--- src/rtl/fb_pkg.sv ---
// Shared framebuffer-bus definitions used by the fetch and draw clients.
package fb_pkg;
    localparam int unsigned ADDR_W           = 17;
    localparam int unsigned DATA_W           = 32;
    localparam int unsigned OP_W             = 4;
    localparam logic [OP_W-1:0] OP_READ      = 4'b0000;
    localparam int unsigned BCAST_FETCH      = 0;
    localparam int unsigned FB_WORDS_DEFAULT = 76800;

    function automatic logic [ADDR_W-1:0] addr_next(input logic [ADDR_W-1:0] addr,
                                                    input logic [ADDR_W-1:0] base,
                                                    input logic [ADDR_W-1:0] last);
        return (addr == last) ? base : addr + 1'b1;
    endfunction
endpackage

--- src/rtl/sync_fifo.sv ---
// First-word-fall-through FIFO with level output and synchronous flush.
module sync_fifo #(
    parameter int unsigned DEPTH = 16,
    parameter int unsigned WIDTH = 32,
    localparam int unsigned PTR_W = $clog2(DEPTH),
    localparam int unsigned LVL_W = $clog2(DEPTH) + 1
) (
    input  logic             clk,
    input  logic             rst_,
    input  logic             flush,
    input  logic             push,
    input  logic [WIDTH-1:0] push_data,
    input  logic             pop,
    output logic [WIDTH-1:0] head_data,
    output logic             empty,
    output logic             full,
    output logic [LVL_W-1:0] level
);
    logic [WIDTH-1:0] mem_q [DEPTH];
    logic [PTR_W-1:0] rd_ptr_q, wr_ptr_q;
    logic [LVL_W-1:0] count_q;
    logic             do_push, do_pop;

    assign empty     = (count_q == '0);
    assign full      = (count_q == LVL_W'(DEPTH));
    assign level     = count_q;
    assign head_data = mem_q[rd_ptr_q];
    // A push into a full FIFO is dropped even if a pop happens in the same cycle.
    assign do_push   = push & ~full;
    assign do_pop    = pop & ~empty;

    always_ff @(posedge clk or negedge rst_) begin
        if (!rst_) begin
            for (int unsigned i = 0; i < DEPTH; i++) mem_q[i] <= '0;
            rd_ptr_q <= '0;
            wr_ptr_q <= '0;
            count_q  <= '0;
        end else if (flush) begin
            rd_ptr_q <= '0;
            wr_ptr_q <= '0;
            count_q  <= '0;
        end else begin
            if (do_push) begin
                mem_q[wr_ptr_q] <= push_data;
                wr_ptr_q        <= wr_ptr_q + 1'b1;
            end
            if (do_pop) rd_ptr_q <= rd_ptr_q + 1'b1;
            count_q <= count_q + LVL_W'(do_push) - LVL_W'(do_pop);
        end
    end
endmodule

--- src/rtl/pixel_fetcher.sv ---
// Display read client: credit-limited sequential framebuffer fetch into a FWFT pixel FIFO.
module pixel_fetcher
    import fb_pkg::*;
#(
    parameter logic [ADDR_W-1:0] FB_BASE    = 17'h00000,
    parameter int unsigned       FB_WORDS   = FB_WORDS_DEFAULT,
    parameter int unsigned       FIFO_DEPTH = 16,
    localparam int unsigned      LVL_W      = $clog2(FIFO_DEPTH) + 1
) (
    input  logic              clk,
    input  logic              rst_,
    input  logic              en_fetching,
    input  logic              frame_start,
    output logic [ADDR_W-1:0] fetch_addr,
    output logic [DATA_W-1:0] fetch_wrdata,
    output logic [OP_W-1:0]   fetch_op,
    output logic              fetch_rts,
    input  logic              fetch_rtr,
    input  logic [DATA_W-1:0] bcast_data,
    input  logic [2:0]        bcast_xfc,
    output logic [DATA_W-1:0] pix_data,
    output logic              pix_valid,
    input  logic              pix_ready,
    output logic [LVL_W-1:0]  fifo_level,
    output logic              underflow,
    output logic              overflow_err
);
    localparam int unsigned CRED_W = LVL_W + 2;
    localparam logic [ADDR_W-1:0] ADDR_LAST = ADDR_W'(32'(FB_BASE) + FB_WORDS - 32'd1);

    logic [ADDR_W-1:0] addr_q;
    logic [LVL_W-1:0]  outstanding_q, discard_q;
    logic              underflow_q, overflow_q;
    logic [CRED_W-1:0] credit_sum;
    logic              credit_ok, accept, ret, drop, push, fifo_empty, fifo_full;
    logic [1:0]        unused_xfc;

    assign unused_xfc = bcast_xfc[2:1];

    // Discarded returns still occupy a FIFO slot's worth of credit until they land.
    assign credit_sum = CRED_W'(fifo_level) + CRED_W'(outstanding_q) + CRED_W'(discard_q);
    assign credit_ok  = credit_sum < CRED_W'(FIFO_DEPTH);

    assign fetch_rts    = en_fetching & credit_ok & ~frame_start;
    assign fetch_addr   = addr_q;
    assign fetch_wrdata = '0;
    assign fetch_op     = OP_READ;

    assign accept = fetch_rts & fetch_rtr;
    assign ret    = bcast_xfc[BCAST_FETCH];
    assign drop   = ret & (discard_q != '0);
    assign push   = ret & (discard_q == '0) & ~frame_start;

    assign pix_valid    = ~fifo_empty;
    assign underflow    = underflow_q;
    assign overflow_err = overflow_q;

    sync_fifo #(
        .DEPTH(FIFO_DEPTH),
        .WIDTH(DATA_W)
    ) u_fifo (
        .clk      (clk),
        .rst_     (rst_),
        .flush    (frame_start),
        .push     (push),
        .push_data(bcast_data),
        .pop      (pix_ready),
        .head_data(pix_data),
        .empty    (fifo_empty),
        .full     (fifo_full),
        .level    (fifo_level)
    );

    always_ff @(posedge clk or negedge rst_) begin
        if (!rst_) begin
            addr_q        <= FB_BASE;
            outstanding_q <= '0;
            discard_q     <= '0;
        end else if (frame_start) begin
            // Everything in flight at the restart belongs to the old frame.
            addr_q        <= FB_BASE;
            discard_q     <= discard_q + outstanding_q - LVL_W'(ret);
            outstanding_q <= '0;
        end else begin
            if (accept) addr_q <= addr_next(addr_q, FB_BASE, ADDR_LAST);
            outstanding_q <= outstanding_q + LVL_W'(accept) - LVL_W'(ret & ~drop);
            discard_q     <= discard_q - LVL_W'(drop);
        end
    end

    always_ff @(posedge clk or negedge rst_) begin
        if (!rst_) begin
            underflow_q <= 1'b0;
            overflow_q  <= 1'b0;
        end else begin
            if (pix_ready & ~pix_valid & en_fetching) underflow_q <= 1'b1;
            if (push & fifo_full) overflow_q <= 1'b1;
        end
    end
endmodule

--- config.mk ---
export PLATFORM = sky130hd
export DESIGN_NAME = pixel_fetcher
export DESIGN_NICKNAME = d
export VERILOG_FILES = /design/src/rtl/fb_pkg.sv /design/src/rtl/sync_fifo.sv /design/src/rtl/pixel_fetcher.sv
export SDC_FILE = /design/constraint.sdc
export NUM_CORES = 1
export LEC_CHECK = 0
export CAP_MARGIN = 20
export CORE_ASPECT_RATIO = 0.8
export CORE_MARGIN = 1.5
export CORE_UTILIZATION = 30
export CTS_CLUSTER_SIZE = 20
export DETAILED_ROUTE_END_ITERATION = 10
export GPL_TIMING_DRIVEN = 0
export PLACE_DENSITY = 0.48
export SLEW_MARGIN = 20
export SYNTH_ARGS = -nofsm -noshare
export SYNTH_HDL_FRONTEND = slang
export SYNTH_SLANG_ARGS = --single-unit
--- constraint.sdc ---
create_clock -name clk -period 4.2 [get_ports clk]
set_input_delay 0.63 -clock clk [delete_from_list [all_inputs] [get_ports clk]]
set_output_delay 0.63 -clock clk [all_outputs]
set_load 0.03 [all_outputs]
---- Yosys cells after proc, flatten, opt, wreduce, memory -nomap -nowiden ----
Index checks and enable logic that the tools add are counted.
word-level totals
  register bits after elaboration ......... 554
  input port bits ......................... 41
  output and inout bits ................... 94
  word-level logic and storage cells ...... 84
cells by class
  add/sub/neg operators ................... 12
  order comparisons ....................... 4
  equality and inequality tests ........... 2
  multiplexer cells ....................... 16
  bitwise logic cells ..................... 18
  reduce and logical (&&, ||, !) cells .... 8
operators with widths
  operator                                                                      number
  512-bit bitwise mux                                                           1
  32-bit binary-select mux with 4-bit select                                    1
  32-bit demux with 4-bit select                                                1
  32-bit two-way mux                                                            3
  17-bit two-way mux                                                            3
  17-bit by 1-bit adder with 17-bit output, second input constant               1
  17-bit equality test, second input constant                                   1
  4-bit two-way mux                                                             4
  5-bit two-way mux                                                             3
  5-bit by 1-bit subtractor with 5-bit output                                   3
  1-bit AND                                                                     11
  5-bit by 1-bit adder with 5-bit output                                        2
  5-bit greater-or-equal comparator, second input constant                      2
  5-bit logical NOT                                                             2
  4-bit NOT with 5-bit output                                                   2
  4-bit by 1-bit adder with 4-bit output, second input constant                 2
  6-bit by 5-bit adder with 7-bit output                                        1
  7-bit by 5-bit less-than comparator with 1-bit output, second input constant  1
  5-bit by 5-bit adder with 6-bit output                                        1
  2-bit nonzero test                                                            3
  5-bit adder                                                                   1
  1-bit by 5-bit AND with 5-bit output                                          1
  5-bit equality test, second input constant                                    1
  5-bit by 1-bit less-than comparator with 1-bit output, second input constant  1
  6 further kinds                                                               8

---- Longest topological paths before layout ----
  word-level depth ........................ 9
  depth in mapped cells ................... 16
  mapped depth without buffers ............ 15

---- Modules after synthesis ----
A second synthesis with hierarchy kept.
second synthesis, totals
  cells, all modules ...................... 1856
  area, all modules ....................... 26527.9 um^2
by module, submodules not included
  module         instances  cells each  area each (um^2)  sequential area each (um^2)
  sync_fifo      1          1614        24263.3           13137.6
  pixel_fetcher  1          242         2264.7            725.7

---- Worst setup path after synthesis ----
No wires, ideal clock.
  path kind ............................... register to register
  start ................................... reg u_fifo.count_q[3] (netlist: u_fifo.level[3])
  end ..................................... reg outstanding_q[4]
  setup time .............................. 0.132 ns
  arrival ................................. 3.680 ns
  required time ........................... 4.068 ns
  path slack .............................. 0.388 ns
  cell stages (with the launch flop) ...... 17
  path buffers ............................ 1
  clock period less this slack ............ 3.812 ns
  path through ............................ dfrtp_1 > fa_1 > ha_1 > a211oi_1 > o2111a_1 > clkinv_1 > clkbuf_1 > ha_1 > inv_1 > ha_1 > inv_1 > fa_1 > inv_1 > a21o_1 > a21oi_1 > xnor2_1 > nor2_1
between the ends
  longest elaborated chain between the ends .. 9
RTL lines
  element                                                line                 source
  from (decl)                                            sync_fifo.sv:21      logic [LVL_W-1:0] count_q;
  from (signal assigned)                                 sync_fifo.sv:48      count_q <= count_q + LVL_W'(do_push) - LVL_W'(do_pop);
  5-bit by 5-bit adder with 6-bit output                 pixel_fetcher.sv:41  assign credit_sum = CRED_W'(fifo_level) + CRED_W'(outstanding_q) + CRED_W'(discard_q);
  6-bit by 5-bit adder with 7-bit output                 pixel_fetcher.sv:41
  7-bit by 5-bit less-than comparator with 1-bit output  pixel_fetcher.sv:42  assign credit_ok = credit_sum < CRED_W'(FIFO_DEPTH);
  1-bit AND (2 in a row)                                 pixel_fetcher.sv:44  assign fetch_rts = en_fetching & credit_ok & ~frame_start;
  1-bit AND                                              pixel_fetcher.sv:49  assign accept = fetch_rts & fetch_rtr;
  5-bit by 1-bit adder with 5-bit output                 pixel_fetcher.sv:86  outstanding_q <= outstanding_q + LVL_W'(accept) - LVL_W'(ret & ~drop);
  5-bit subtractor                                       pixel_fetcher.sv:86
  5-bit two-way mux                                      pixel_fetcher.sv:79  end else if (frame_start) begin
  to (signal assigned)                                   pixel_fetcher.sv:86
  to (decl)                                              pixel_fetcher.sv:32  logic [LVL_W-1:0] outstanding_q, discard_q;
Every way passes these cells.
A chain may end at the register's enable or synchronous reset.

---- Worst setup path after layout ----
  start ................................... reg u_fifo.rd_ptr_q[0]
  end ..................................... out pix_data[2]
between the ends
  longest elaborated chain between the ends .. 4
RTL lines
  element                                                line                 source
  from (decl)                                            sync_fifo.sv:20      logic [PTR_W-1:0] rd_ptr_q, wr_ptr_q;
  from (signal assigned)                                 sync_fifo.sv:47      if (do_pop) rd_ptr_q <= rd_ptr_q + 1'b1;
  4-bit NOT with 5-bit output (not written as such)      sync_fifo.sv:27      assign head_data = mem_q[rd_ptr_q];
  32-bit binary-select mux with 4-bit select             sync_fifo.sv:27
  32-bit two-way mux (not written as such) (2 in a row)  sync_fifo.sv:27
  to (decl)                                              pixel_fetcher.sv:21  output logic [DATA_W-1:0] pix_data,
Every way passes these cells. The select of a mux whose other input is x is not followed.

==> impl_results.html <==
<table>
<tr><th>Metric</th><th>Value</th></tr>
<tr><th colspan="2">Floorplanning</th></tr>
<tr><td>Starting utilization of the core area</td><td>between 30% and 40%</td></tr>
<tr><td>Core region area</td><td>between 80000 and 90000 um^2</td></tr>
<tr><td>Chip Width</td><td>333.0 um</td></tr>
<tr><td>Height of the die</td><td>roughly 270 um</td></tr>
<tr><td>Number of placed I/O pins</td><td>about 140</td></tr>
<tr><td>Die outline area</td><td>between 80000 and 90000 um^2</td></tr>
<tr><td>Count of standard-cell rows</td><td>96</td></tr>
<tr><th colspan="2">Cells and area</th></tr>
<tr><td>Number of nets at the end of the flow</td><td>1933</td></tr>
<tr><td>Count of non-filler cells in the finished layout</td><td>3029</td></tr>
<tr><td>Final core utilization</td><td>a little over a third</td></tr>
<tr><td>P&amp;R area growth vs syn</td><td>18.24%</td></tr>
<tr><td>Final standard cell area without fillers</td><td>between 30000 and 40000 um^2</td></tr>
<tr><td>Share of final-layout standard cells stronger than drive strength 1</td><td>47.26%</td></tr>
<tr><td>Area of the multi-input gates</td><td>11290 um^2</td></tr>
<tr><td>Fillers</td><td>roughly 8.2k</td></tr>
<tr><td>Sequential standard cell area</td><td>13860 um^2</td></tr>
<tr><th colspan="2">Route</th></tr>
<tr><td>Detailed-route DRC error count</td><td>0</td></tr>
<tr><td>Average detailed-routed wire length per instance</td><td>approximately 23 um</td></tr>
<tr><td>Final WL</td><td>about 70 mm</td></tr>
<tr><td>Per-cell via count in the routed design</td><td>4.938</td></tr>
<tr><td>TritonRoute pass-1 iters</td><td>5</td></tr>
<tr><td>First DRT Iteration DRCs</td><td>~830</td></tr>
<tr><td>Count of antenna-violating nets left after detailed routing</td><td>0</td></tr>
<tr><td>Vias</td><td>approximately 15k</td></tr>
<tr><th colspan="2">Global route</th></tr>
<tr><td>Antenna violations before repair</td><td>1</td></tr>
<tr><td>Residual overflow from global routing</td><td>0</td></tr>
<tr><td>First-pass GRT wire length</td><td>between 100 and 150 mm</td></tr>
<tr><td>Pin count of the biggest net entering global routing</td><td>99</td></tr>
<tr><td>Tot GR Track Use</td><td>between 10% and 20%</td></tr>
<tr><td>Via count of the first global-routing pass</td><td>about 16k</td></tr>
<tr><th colspan="2">Place</th></tr>
<tr><td>Cell area after placement</td><td>around 29000 um^2</td></tr>
<tr><td>Detailed-placement wirelength estimate</td><td>between 40 and 50 mm</td></tr>
<tr><td>Routability congestion estimate from global placement</td><td>~0.76</td></tr>
<tr><td>Count of port buffers added during placement</td><td>96</td></tr>
<tr><td>Number of placed instances with taps included</td><td>2917</td></tr>
<tr><th colspan="2">Worst setup path</th></tr>
<tr><td>Reg-to-reg setup timing slack</td><td>approximately 0.26 ns</td></tr>
<tr><td>Kind of start point of the critical path</td><td>flop</td></tr>
<tr><td>Worst path required time</td><td>3.57 ns</td></tr>
<tr><td>Arrival @ worst endpoint</td><td>roughly 3.5 ns</td></tr>
<tr><td>Origin of the critical flop-to-flop path</td><td>u_fifo.level[3]</td></tr>
<tr><td>Largest fanout on the critical path</td><td>10</td></tr>
<tr><td>Worst Reg-to-Reg Cells</td><td>16</td></tr>
<tr><td>CP Capture Type</td><td>primary output</td></tr>
<tr><td>Worst setup path start</td><td>u_fifo.rd_ptr_q[0]</td></tr>
<tr><td>End of the worst register-to-register path</td><td>outstanding_q[4]</td></tr>
<tr><td>Crit path kind</td><td>flop to primary output</td></tr>
<tr><th colspan="2">Clocking</th></tr>
<tr><td>Longest Clk Path Bufs</td><td>3</td></tr>
<tr><td>Clk slew on worst S/H paths</td><td>approximately 0.06 ns</td></tr>
<tr><td>H-tree Lvls</td><td>2</td></tr>
<tr><td>CTS Sinks</td><td>roughly 550</td></tr>
<tr><td>Master cell of the clock root buffer</td><td>sky130_fd_sc_hd__clkbuf_16</td></tr>
<tr><td>Clock insertion delay at the later pin of the skew report</td><td>about 0.64 ns</td></tr>
<tr><td>Num CTS Buffers</td><td>59</td></tr>
<tr><td>CTS tree</td><td>yes</td></tr>
<tr><th colspan="2">Synth</th></tr>
<tr><td>Avg Inst Size Synth</td><td>15.81 um^2</td></tr>
<tr><td>Main flop type after synthesis</td><td>sky130_fd_sc_hd__dfrtp_1</td></tr>
<tr><td>Cell variety after synth</td><td>52</td></tr>
<tr><td>Synth async-reset ratio</td><td>100.0%</td></tr>
<tr><td>Post-Syn Instances</td><td>roughly 1.7k</td></tr>
<tr><td>Count of flip-flops with a built-in enable after synthesis</td><td>0</td></tr>
<tr><td>Ys Warns</td><td>0</td></tr>
<tr><td>Sequential element share of the synthesized area</td><td>53.03%</td></tr>
<tr><td>Mapped cell area</td><td>~26000 um^2</td></tr>
<tr><td>Number of flip-flops and latches in the synthesized netlist</td><td>approximately 550</td></tr>
<tr><th colspan="2">Timing</th></tr>
<tr><td>Max-slew violation total from the final report</td><td>0</td></tr>
<tr><td>Number of setup violations in the final report</td><td>0</td></tr>
<tr><td>Slew @ Worst Pin</td><td>approximately 1.1 ns</td></tr>
<tr><td>Clk_skew</td><td>0.01562 ns</td></tr>
<tr><td>Period minus WS final</td><td>between 4 and 5 ns</td></tr>
<tr><td>Share of the clock period used by the worst path</td><td>approximately 100%</td></tr>
<tr><td>Headroom to the max-slew limit</td><td>roughly 29%</td></tr>
<tr><td>Achievable frequency</td><td>about 240 MHz</td></tr>
<tr><td>Hold violation count in the final report</td><td>0</td></tr>
<tr><td>Aggregate negative setup slack</td><td>0 ns</td></tr>
<tr><th colspan="2">Power and ir drop</th></tr>
<tr><td>Reported leakage power</td><td>between 10 and 15 nW</td></tr>
<tr><td>PnR Total Power</td><td>between 10 and 15 mW</td></tr>
<tr><td>Cell Pwr Density</td><td>479.1 nW/um^2</td></tr>
<tr><td>Worst vdd ir</td><td>0.0003005 V</td></tr>
<tr><th colspan="2">Status</th></tr>
<tr><td>Status</td><td>completed</td></tr>
<tr><th colspan="2">Hold path</th></tr>
<tr><td>Class of the worst hold path</td><td>primary input to async pin</td></tr>
<tr><th colspan="2">Run</th></tr>
<tr><td>Number of violations of the max-capacitance limit</td><td>0</td></tr>
</table>
-- flip-flops by register name (all words and copies together) (netlist names) --
name	cells
discard_q	5
fetch_addr	17
outstanding_q	5
overflow_err	1
u_fifo.level	5
u_fifo.mem_q	512
u_fifo.rd_ptr_q	4
u_fifo.wr_ptr_q	4
underflow	1
-- Yosys cell counts (8+ instances only) --
library cell	n	area share, %
sky130_fd_sc_hd__inv_1	32	0.46
sky130_fd_sc_hd__mux2_2	507	22
sky130_fd_sc_hd__ha_1	32	1.5
sky130_fd_sc_hd__nor2_1	30	0.43
sky130_fd_sc_hd__dfrtp_1	554	53
sky130_fd_sc_hd__o31ai_1	10	0.29
sky130_fd_sc_hd__clkbuf_1	59	0.85
sky130_fd_sc_hd__a21oi_1	13	0.25
sky130_fd_sc_hd__buf_2	33	0.63
sky130_fd_sc_hd__nand4_1	8	0.19
sky130_fd_sc_hd__nand2_1	23	0.33
sky130_fd_sc_hd__buf_6	27	1.2
sky130_fd_sc_hd__nand3_1	9	0.17
sky130_fd_sc_hd__xnor2_1	15	0.50
sky130_fd_sc_hd__o21ai_0	11	0.21
sky130_fd_sc_hd__buf_4	38	1.1
sky130_fd_sc_hd__mux4_2	160	14
-- cells by family after synthesis --
group / Yosys count / synth area share, %
AOI/OAI and AO/OA: 55 / 1.383
xor gates and xnor gates: 21 / 0.7036
adders and majority gates: 39 / 2.068
buffers and inverters: 198 / 4.322
DFF: 554 / 53.03
muxes: 677 / 36.04
other: 1 / 0.01435
and+or+nand+nor: 108 / 2.441
-- worst max-delay path, cell delays in order, from the launching register on --
cell,delay [ns]
sky130_fd_sc_hd__dfrtp_1,0.34
sky130_fd_sc_hd__clkbuf_1,0.24
sky130_fd_sc_hd__buf_4,0.30
sky130_fd_sc_hd__buf_6,0.27
sky130_fd_sc_hd__mux4_2,0.55
sky130_fd_sc_hd__mux4_2,0.50
sky130_fd_sc_hd__clkdlybuf4s50_1,0.62
-- repair_timing --
item | 4_1_cts | 5_1_grt
hold buffers | 1 | 0
buffers inserted | 1 | 0
pin swaps | 1 | 0
resized for setup | 41 | 18
endpoints found under the setup margin | 34 | 23
hold endpoints to repair | 36 | 0
-- layout make-up --
class	instances	share of cell area, %
clock buffers	93	5.809
multi-input cells	936	36.51
diodes	2	0.01619
inverters	34	0.4129
clock inverters	15	0.5424
flip-flops and latches	554	44.85
well taps	1127	4.562
repair buffers	104	3.720
plain buffers	164	3.570
-- cells in the final DEF, fill, tap and decap left out, types with 8 or more instances in the layout --
cell type,count
sky130_fd_sc_hd__mux2_2,507
sky130_fd_sc_hd__o21ai_0,11
sky130_fd_sc_hd__clkbuf_16,60
sky130_fd_sc_hd__ha_1,32
sky130_fd_sc_hd__dlygate4sd2_1,9
sky130_fd_sc_hd__nand3_1,9
sky130_fd_sc_hd__buf_2,29
sky130_fd_sc_hd__o31ai_1,10
sky130_fd_sc_hd__clkinv_2,9
sky130_fd_sc_hd__mux4_2,160
sky130_fd_sc_hd__buf_6,37
sky130_fd_sc_hd__nor2_1,30
sky130_fd_sc_hd__clkbuf_1,59
sky130_fd_sc_hd__clkdlybuf4s50_1,81
sky130_fd_sc_hd__conb_1,36
sky130_fd_sc_hd__inv_1,32
sky130_fd_sc_hd__nand2_1,23
sky130_fd_sc_hd__xnor2_1,15
sky130_fd_sc_hd__buf_4,40
sky130_fd_sc_hd__nand4_1,8
sky130_fd_sc_hd__a21oi_1,13
sky130_fd_sc_hd__clkbuf_2,10
sky130_fd_sc_hd__clkbuf_8,17
sky130_fd_sc_hd__dfrtp_1,554
-- layer usage --
metal  part of all wire [%]  GRT usage, %  up-vias
met5                  0.016             0        -
met4                    2.0         3.863        2
met3                    4.0         2.797       99
met2                     45         24.57      252
met1                     49         23.54     8123
li1                       -             -     6482
-- worst max-delay path by stage --
stage / to / slack, ns
floorplan: outstanding_q[4] / 0.39
global placement: u_fifo.mem_q[230] / -22.50
detailed placement: outstanding_q[4] / -0.26
CTS: pix_data[21] / -0.06
global route: pix_data[26] / -0.003
finish: pix_data[2] / 0.1
-- metrics by stage --
step	setup WS [ns]	hold WS [ns]
after floorplan	0.3885	0.3344
after global placement	-22.50	0.4515
after detailed placement	-0.2645	0.4662
after CTS	-0.06194	0.4362
after global routing	-0.002842	0.4661
final	0.09655	0.4681
-- power by group --
group	switching, mW	total [mW]	internal, mW
Sequential	0.194	5.77	5.58
Clock	2.21	5.31	3.10
Combinational	2.09	3.72	1.63
Note: power is estimated with default switching activity, not from simulation.
